### src/rtl/adder_pkg.sv
// adder_pkg -- shared types and constants for the adder bus driver.
//   state_t       : driver FSM states (IDLE / DRIVE / HOLD)
//   DEFAULT_WIDTH : default operand/sum width
//   SETTLE_MAX    : largest legal settle time in cycles
//   CNT_W         : settle down-counter width (holds 0..SETTLE_MAX)
package adder_pkg;

    typedef enum logic [1:0] {
        IDLE  = 2'd0,
        DRIVE = 2'd1,
        HOLD  = 2'd2
    } state_t;

    localparam int DEFAULT_WIDTH = 4;
    localparam int SETTLE_MAX    = 15;
    localparam int CNT_W         = 4;

endpackage

### src/rtl/adder_ref_chk.sv
// adder_ref_chk -- reference check of the external adder's result.
// On each capture strobe the bus result {bus_carry,bus_sum} is compared with
// a local WIDTH+1-bit sum of the driven operands. A mismatch sets a sticky
// flag and bumps a saturating 8-bit error count. Only reset clears either.
//
// Ports:
//   clk, rst_n          clock, async active-low reset
//   check               capture strobe (one cycle per transfer)
//   bus_a, bus_b        operands currently driven onto the adder bus
//   bus_sum, bus_carry  result returned by the adder
//   err_flag            sticky mismatch flag
//   err_count           mismatch count, saturates at 255
module adder_ref_chk
    import adder_pkg::*;
#(
    parameter int WIDTH = DEFAULT_WIDTH
) (
    input  logic             clk,
    input  logic             rst_n,
    input  logic             check,
    input  logic [WIDTH-1:0] bus_a,
    input  logic [WIDTH-1:0] bus_b,
    input  logic [WIDTH-1:0] bus_sum,
    input  logic             bus_carry,
    output logic             err_flag,
    output logic [7:0]       err_count
);

    logic [WIDTH:0] ref_sum;
    logic           mismatch;

    assign ref_sum  = {1'b0, bus_a} + {1'b0, bus_b};
    assign mismatch = (ref_sum != {bus_carry, bus_sum});

    always_ff @(posedge clk or negedge rst_n) begin
        if (!rst_n) begin
            err_flag  <= 1'b0;
            err_count <= 8'd0;
        end else if (check && mismatch) begin
            err_flag <= 1'b1;
            if (err_count != 8'hFF) begin
                err_count <= err_count + 8'd1;
            end
        end
    end

endmodule

### src/rtl/adder_driver.sv
// adder_driver -- drives operand pairs onto an external combinational adder
// bus, waits SETTLE cycles, captures the result and offers it downstream
// with a valid/ready handshake.
//
// Optional feature (macro ADDER_DRIVER_CHECK_EN): adds err_flag/err_count
// outputs fed by adder_ref_chk, which cross-checks each captured result.
//
// Ports:
//   clk, rst_n          clock, async active-low reset
//   in_valid/in_ready   operand handshake; in_ready only in IDLE
//   in_a, in_b          operands (unsigned)
//   bus_a, bus_b        registered drive to the adder; held until next accept
//   bus_sum, bus_carry  adder result
//   out_valid/out_ready result handshake; out_valid only in HOLD
//   out_sum, out_carry  captured result
//   err_flag, err_count (ADDER_DRIVER_CHECK_EN only)
//
// state | meaning
// ------+---------------------------------------------------------------
// IDLE  | ready for operands (after first post-reset edge)
// DRIVE | operands on bus, settle counter running down to zero
// HOLD  | result captured, out_valid high until out_ready
module adder_driver
    import adder_pkg::*;
#(
    parameter int WIDTH  = DEFAULT_WIDTH,
    parameter int SETTLE = 1
) (
    input  logic             clk,
    input  logic             rst_n,
    input  logic             in_valid,
    output logic             in_ready,
    input  logic [WIDTH-1:0] in_a,
    input  logic [WIDTH-1:0] in_b,
    output logic [WIDTH-1:0] bus_a,
    output logic [WIDTH-1:0] bus_b,
    input  logic [WIDTH-1:0] bus_sum,
    input  logic             bus_carry,
    output logic             out_valid,
    input  logic             out_ready,
    output logic [WIDTH-1:0] out_sum,
    output logic             out_carry
`ifdef ADDER_DRIVER_CHECK_EN
    ,
    output logic             err_flag,
    output logic [7:0]       err_count
`endif
);

    if (SETTLE < 1 || SETTLE > SETTLE_MAX) begin : g_bad_settle
        $error("adder_driver: SETTLE must be in 1..15");
    end

    state_t           state;
    state_t           state_nxt;
    logic [CNT_W-1:0] cnt;
    logic             run;
    logic             accept;
    logic             capture;
    logic             cnt_tc;

    // Counter reaches zero on the edge where it currently holds 1.
    assign cnt_tc = (cnt == CNT_W'(1));

    always_ff @(posedge clk or negedge rst_n) begin
        if (!rst_n) begin
            state <= IDLE;
        end else begin
            state <= state_nxt;
        end
    end

    always_comb begin
        state_nxt = state;
        accept    = 1'b0;
        capture   = 1'b0;
        case (state)
            IDLE: begin
                if (in_valid && run) begin
                    accept    = 1'b1;
                    state_nxt = DRIVE;
                end
            end
            DRIVE: begin
                if (cnt_tc) begin
                    capture   = 1'b1;
                    state_nxt = HOLD;
                end
            end
            HOLD: begin
                if (out_ready) begin
                    state_nxt = IDLE;
                end
            end
            default: state_nxt = IDLE;
        endcase
    end

    // run keeps in_ready low while reset is asserted and until the first
    // clock edge after release, even though the state is already IDLE.
    always_ff @(posedge clk or negedge rst_n) begin
        if (!rst_n) begin
            run <= 1'b0;
        end else begin
            run <= 1'b1;
        end
    end

    always_ff @(posedge clk or negedge rst_n) begin
        if (!rst_n) begin
            cnt       <= '0;
            bus_a     <= '0;
            bus_b     <= '0;
            out_sum   <= '0;
            out_carry <= 1'b0;
        end else begin
            if (accept) begin
                bus_a <= in_a;
                bus_b <= in_b;
                cnt   <= CNT_W'(SETTLE);
            end else if (state == DRIVE) begin
                cnt <= cnt - CNT_W'(1);
            end
            if (capture) begin
                out_sum   <= bus_sum;
                out_carry <= bus_carry;
            end
        end
    end

    assign in_ready  = run && (state == IDLE);
    assign out_valid = (state == HOLD);

`ifdef ADDER_DRIVER_CHECK_EN
    adder_ref_chk #(
        .WIDTH (WIDTH)
    ) u_ref_chk (
        .clk       (clk),
        .rst_n     (rst_n),
        .check     (capture),
        .bus_a     (bus_a),
        .bus_b     (bus_b),
        .bus_sum   (bus_sum),
        .bus_carry (bus_carry),
        .err_flag  (err_flag),
        .err_count (err_count)
    );
`endif

endmodule

### config.mk
export PLATFORM = sky130hd
export DESIGN_NAME = adder_driver
export DESIGN_NICKNAME = d
export VERILOG_FILES = /design/src/rtl/adder_pkg.sv /design/src/rtl/adder_ref_chk.sv /design/src/rtl/adder_driver.sv
export SDC_FILE = /design/constraint.sdc
export NUM_CORES = 1
export LEC_CHECK = 0
export CAP_MARGIN = 20
export CORE_MARGIN = 5
export CORE_UTILIZATION = 43
export DETAILED_ROUTE_END_ITERATION = 10
export PLACE_DENSITY_LB_ADDON = 0.05
export SETUP_SLACK_MARGIN = 0.05
export SYNTH_ARGS = -nofsm -noshare
export SYNTH_HDL_FRONTEND = slang
export SYNTH_SLANG_ARGS = --single-unit
### constraint.sdc
create_clock -name clk -period 1.5 [get_ports clk]
set_input_delay 0.3 -clock clk [delete_from_list [all_inputs] [get_ports clk]]
set_output_delay 0.3 -clock clk [all_outputs]
set_load 0.05 [all_outputs]
==> results of run 1 <==
-- cells in the mapped netlist (all sizes together) --
master | count | area, sq um
and2 | 1 | 8.76
inv | 3 | 11.3
or2b | 1 | 7.51
conb | 1 | 3.75
buf | 3 | 30.0
nor2 | 1 | 3.75
nand2b | 3 | 26.3
nand2 | 2 | 7.51
o21ai | 1 | 5.00
o22ai | 2 | 12.5
ha | 2 | 25.0
nor3 | 1 | 5.00
dfrtp | 20 | 500
xnor2 | 2 | 17.5
xor2 | 1 | 8.76
mux2 | 13 | 165
nor3b | 2 | 31.3
nand3b | 1 | 7.51
o21bai | 1 | 7.51
-- placed cells by master (no fill, tap or decap), types with 2 or more instances in the layout --
cell type | netlist | final
dfrtp_1 | 20 | 20
clkdlybuf4s50_1 | 0 | 16
buf_12 | 0 | 15
mux2_4 | 5 | 13
buf_4 | 1 | 9
clkbuf_4 | 0 | 3
inv_2 | 0 | 2
nor3b_4 | 1 | 2
nand2b_1 | 2 | 2
nand2_1 | 2 | 2
xnor2_1 | 2 | 2
o22ai_1 | 2 | 2
ha_1 | 2 | 2
-- power by group --
part | total [W] | internal [W] | switching (W) | leakage (nW)
Sequential | 0.00110 | 0.000800 | 0.000303 | 0.240
Combinational | 0.00254 | 0.00140 | 0.00114 | 0.444
Clock | 0.000299 | 0.000148 | 0.000152 | 0.0210
-- timing repair --
item                                    4_1_cts  5_1_grt
hold endpoints to repair                      0        0
resized for setup                             1        5
endpoints found under the setup margin        3        7
pin swaps                                     0        1
buffers inserted                              3        3
-- flip-flops by register name, indices dropped and copies added, names as in the netlist --
name / count
cnt: 4
bus_a: 4
out_sum: 4
run: 1
bus_b: 4
out_carry: 1
state: 2
-- cells by family after synthesis --
| group | after synthesis | synth area share (%) |
|---|---|---|
| fa+ha+maj | 2 | 2.83 |
| flops | 20 | 56.6 |
| buf+inv | 6 | 4.67 |
| xor+xnor | 3 | 2.97 |
| mux | 13 | 18.7 |
| compound gates | 4 | 2.83 |
| simple gates | 12 | 11.0 |
| other cells | 1 | 0.424 |
-- stage by stage --
step / total power (W) / instances
finish: 0.00394 / 130
global route: 0.00414 / 130
CTS: 0.00388 / 127
detailed placement: 0.00352 / 120
global placement: 0.00346 / 120
floorplan: 0.00240 / 61
-- area by class of cell --
class,instances,area [sq um]
clock buffer,4,36.3
inverter,3,11.3
fill,121,462
tap,27,33.8
sequential,20,500
timing repair buffer,41,539
multi-input combinational,35,379
-- path summary, 6_finish.rpt --
| path | start | endpoint | slack, ns | cells after the start |
|---|---|---|---|---|
| worst max-delay path | state[1] | in_ready | -0.008 | 3 |
| worst min-delay path | rst_n | bus_b[0] | 0.33 | 2 |
| worst max register to register | state[1] | bus_b[1] | 0.03 | 4 |
| worst min register to register | bus_b[1] | bus_b[1] | 0.60 | 1 |
| max in group asynchronous | rst_n | out_carry | 0.97 | 2 |
| min in group clk | out_ready | state[1] | 0.57 | 2 |
-- layer usage --
metal	share of wire (%)	vias up	wire [um]
li1	-	284	-
met1	42	286	769
met2	50	21	909
met3	6.7	5	123
met4	1.8	0	33
met5	0	-	0
==> results.sh, run 1 <==
export IMPL_peakVddDrop_uv=1940
export IMPL_total_leakage_power_nw=0.705
export IMPL_cp_start_kind="flip-flop"
export IMPL_syn_area_sq_um=885
export IMPL_grt_use_met1_pct=14.3
export IMPL_grt_pass1_vias=656
export IMPL_slew_viol_final=0
export IMPL_cts_tree="built"
export IMPL_slowest_delay_ns=0.44
export IMPL_cts_root_buf="clkbuf_4"
export IMPL_synthCells=61
export IMPL_status="finished, violations left"
export IMPL_crit_family="flip-flops"
export IMPL_setup_viol=1
export IMPL_synth_cell_types=24
export IMPL_cts_buffers=3
export IMPL_cts_hold_buf=0
export IMPL_coreArea_sq_mm=0.00196
export IMPL_vias=596
export IMPL_route_detailed_wl_per_inst_um=14.1
export IMPL_cts_sinks=20
export IMPL_antenna_left=0
export IMPL_whs_ns=0.325
export IMPL_overflow=0
export IMPL_cp_slowest_cell="dfrtp_1"
export IMPL_diodes=0
export IMPL_place_area_sq_mm=0.00140
export IMPL_antenna_found_initial=0
export IMPL_clockBufferDepth=2
export IMPL_violations="negative setup slack"
export IMPL_path_max_fanout=3
export IMPL_worstPathArrival_ns=1.21
export IMPL_seq_area_frac_synth_pct=56.6
export IMPL_grt_pass1_wl_um=3040
export IMPL_gr_usage_met3_pct=5.59
export IMPL_worst_slack_ns=-0.00788
export IMPL_track_usage_pct=12.8
export IMPL_die_h_um=55.4
export IMPL_die_w_um=55.4
export IMPL_drtIter0Drc=3
export IMPL_hp_class="in2async"
export IMPL_finClkSkew_ns=0.00405
export IMPL_end_kind="output pin"
export IMPL_ys_ff_latch=20
export IMPL_utilization_pct=76.5
export IMPL_p_per_area_mw_per_mm2=2630
export IMPL_portBuffers=31
export IMPL_crit_type="reg2out"
export IMPL_path_cells="nor3b_4 -> buf_6 -> buf_12"
export IMPL_final_setup_tns_ns=-0.00788
export IMPL_dieArea_sq_mm=0.00306
export IMPL_hold_violations=0
export IMPL_worst_path_buf_inv=2
export IMPL_nets=123
export IMPL_grt_max_degree=21
export IMPL_fin_crit_ns=1.51
export IMPL_synth_avg_cell_area_sq_um=14.5
export IMPL_pre_cts_ws_ns=0.0182
export IMPL_vias_per_cell=4.58
export IMPL_syn_to_final_growth_pct=69.6
export IMPL_drt_wl_total_um=1840
export IMPL_busiest_layer="met2"
export IMPL_place_gp_congestion=0.713
export IMPL_yosys_warnings=0
export IMPL_clock_fmax_mhz=663
export IMPL_rsz0062_at_grt="yes"
export IMPL_syn_num_nets=80
export IMPL_layout_drive_gt1_share_pct=46.6
export IMPL_start_util_pct=45.1
export IMPL_cts_max_level=1
export IMPL_drv_cap=0
export IMPL_firstDrtPassIters=3
export IMPL_clk_latency_ns=0.29
export IMPL_design_area_sq_mm=0.00150
export IMPL_drc=0
export IMPL_worstPathRequired_ns=1.20
export IMPL_min_period_over_period_pct=101
export IMPL_dp_hpwl_um=1360
export IMPL_rows=16
export IMPL_clk_pin_slew_ns=0.10
export IMPL_io_pins=32
export IMPL_met2_usage_pct=20.6
Power figures use the tool's default switching activity.
==> inputs of run 2 (changes only) <==
--- a/config.mk
+++ b/config.mk
@@ -5,6 +5,7 @@
 export SDC_FILE = /design/constraint.sdc
 export NUM_CORES = 1
 export LEC_CHECK = 0
+export ABC_AREA = 1
 export CAP_MARGIN = 20
 export CORE_MARGIN = 5
 export CORE_UTILIZATION = 43
==> run 2 against run 1 <==
  * The flow now finishes without violations
  * Register-to-register slack better by 0.21 ns
  * Die area grew 1.4%
  * Final cell count increased by 24%
  * Highest routed layer unchanged
  * Largest cell class is now sequential cells
  * Count of clock-buffer cells in the layout is 1 lower
==> results.sh, run 2 <==
export IMPL_route_detailed_wl_per_inst_um=12.9
export IMPL_dp_hpwl_um=1630
export IMPL_fin_crit_ns=1.45
export IMPL_wl_met2_um=1130
export IMPL_path_max_fanout=3
export IMPL_synth_largest_area_cell="dfrtp_1"
export IMPL_total_leakage_power_nw=0.701
export IMPL_die_h_um=55.7
export IMPL_drt_wl_total_um=2070
export IMPL_worst_path_buf_inv=1
export IMPL_clockBufferDepth=2
export IMPL_drc=0
export IMPL_vias=801
export IMPL_drtIter0Drc=15
export IMPL_antenna_left=0
export IMPL_cts_root_buf="clkbuf_4"
export IMPL_rsz0062_at_grt="yes"
export IMPL_crit_type="reg2out"
export IMPL_cts_max_level=1
export IMPL_status="finished clean"
export IMPL_clk_pin_slew_ns=0.11
export IMPL_yosys_warnings=0
export IMPL_grt_pass1_wl_um=3540
export IMPL_ys_top_cells_by_count="35 x nand2_1, 20 x dfrtp_1, 14 x nand3_1"
export IMPL_place_gp_congestion=0.726
export IMPL_utilization_pct=73.6
export IMPL_start_util_pct=45.4
export IMPL_rows=16
export IMPL_worstPathArrival_ns=1.15
export IMPL_seq_area_sq_um=503
export IMPL_cts_sinks=20
export IMPL_min_period_over_period_pct=96.6
export IMPL_final_setup_tns_ns=0
export IMPL_rrSetupSlack_ns=0.24
export IMPL_layout_drive_gt1_share_pct=24.6
export IMPL_worstPathRequired_ns=1.20
export IMPL_cts_buffers=3
export IMPL_cp_start_kind="flip-flop"
export IMPL_ys_flop_type="dfrtp_1"
export IMPL_synthCells=96
export IMPL_vias_per_cell=4.98
export IMPL_total_power_w=0.00367
export IMPL_grt_max_degree=21
export IMPL_synth_cell_types=19
export IMPL_track_usage_pct=14.0
export IMPL_seq_area_frac_synth_pct=55.6
export IMPL_path_cells="nor3b_4 -> buf_12"
export IMPL_io_pins=32
export IMPL_slew_viol_final=0
export IMPL_slowest_delay_ns=0.45
export IMPL_async_flop_share_pct=100
export IMPL_wl_met3_um=134
export IMPL_placed_cells=155
export IMPL_multi_input_area_sq_um=374
export IMPL_dieArea_sq_mm=0.00311
export IMPL_die_w_um=55.7
export IMPL_cts_tree="built"
export IMPL_synth_edf_count=0
export IMPL_yosysMostFrequentCell="nand2_1"
export IMPL_ys_top_cells_by_area="dfrtp_1 56%, nand2_1 15%, nand3_1 7.8%, nand4_1 3.5%, ha_1 2.8%"
export IMPL_cp_slowest_cell="dfrtp_2"
export IMPL_layout_commonest_cell="nand2_1"
export IMPL_end_kind="output pin"
export IMPL_firstDrtPassIters=4
export IMPL_setup_viol=0
export IMPL_antenna_found_initial=0
export IMPL_coreArea_sq_mm=0.00198
export IMPL_portBuffers=31
export IMPL_fill_cells=149
export IMPL_overflow=0
export IMPL_hold_violations=0
export IMPL_layout_common_cells="35 x nand2_1, 18 x dfrtp_1, 16 x clkdlybuf4s50_1, 15 x buf_12, 14 x nand3_1"
export IMPL_grt_pass1_vias=797
export IMPL_top_layer_used="met4"
export IMPL_diodes=0
export IMPL_syn_area_sq_um=900
export IMPL_syn_to_final_growth_pct=62.2
export IMPL_synth_avg_cell_area_sq_um=9.37
export IMPL_synth_top_cell_area_share_pct=55.6
export IMPL_finalNonFillerCells=161
export IMPL_hp_class="in2async"
export IMPL_p_per_area_mw_per_mm2=2510
export IMPL_syn_num_nets=115
export IMPL_nets=155
export IMPL_finClkSkew_ns=0.00245
export IMPL_wl_met1_um=793
export IMPL_crit_family="flip-flops"
export IMPL_ys_ff_latch=20
export IMPL_clock_fmax_mhz=690
export IMPL_clk_latency_ns=0.29
export IMPL_peakVddDrop_uv=1580
export IMPL_drv_cap=0
run 2: per-layer routing:
metal / vias up / GRT usage [%]
met5: - / 0
met4: 0 / 3.13
met3: 2 / 4.41
met2: 24 / 25.7
met1: 384 / 15.6
li1: 391 / -
run 2: area by class of cell:
class	count	share of cell area (%)
flip-flops and latches	20	34.5
multi-input cells	69	25.6
inverters	6	1.89
well taps	27	2.32
clock buffers	3	1.54
repair buffers	36	34.1
run 2: path summary, 6_finish.rpt:
check                      cells after the start       from          to
max                                            2   state[1]    in_ready
min                                            2      rst_n  out_sum[1]
max reg2reg                                    5   state[0]      cnt[1]
min reg2reg                                    2  out_carry   out_carry
max in group asynchronous                      2      rst_n    state[0]
min in group clk                               2  out_carry   out_carry
run 2: power breakdown:
| group | switching [W] | internal, W |
|---|---|---|
| registers | 0.000276 | 0.000794 |
| clock network | 0.000159 | 0.0000933 |
| logic | 0.00129 | 0.00105 |
run 2: cell families after synthesis:
kind of cell	Yosys count	synth area share [%]
AOI/OAI and AO/OA	3	1.95
xor gates and xnor gates	1	0.974
adders and majority gates	2	2.78
buffers and inverters	7	4.31
DFF	20	55.6
other	1	0.417
and+or+nand+nor	62	33.9
run 2: through the flow:
step	worst slack (ns)	hold WS, ns	instance area, sq um
2_1_floorplan	0.0388	0.00441	905
3_3_place_gp	0.212	0.511	1400
3_5_place_dp	0.191	0.524	1400
4_1_cts	0.0234	0.339	1460
5_1_grt	0.0103	0.346	1460
6_report	0.0506	0.335	1460
run 2: what timing repair did:
action                     4_1_cts  5_1_grt
setup buffers                    3        0
hold buffers                     0        0
pin swaps                        1        1
gates resized for setup          4        0
setup endpoints to repair        2        2
==> inputs of run 3 (changes only) <==
--- a/config.mk
+++ b/config.mk
@@ -10,6 +10,7 @@
 export CORE_MARGIN = 5
 export CORE_UTILIZATION = 43
 export DETAILED_ROUTE_END_ITERATION = 10
+export GPL_ROUTABILITY_DRIVEN = 0
 export PLACE_DENSITY_LB_ADDON = 0.05
 export SETUP_SLACK_MARGIN = 0.05
 export SYNTH_ARGS = -nofsm -noshare
==> results of run 3 <==
The final DEF is identical to that of run 2; final timing and power are the same.
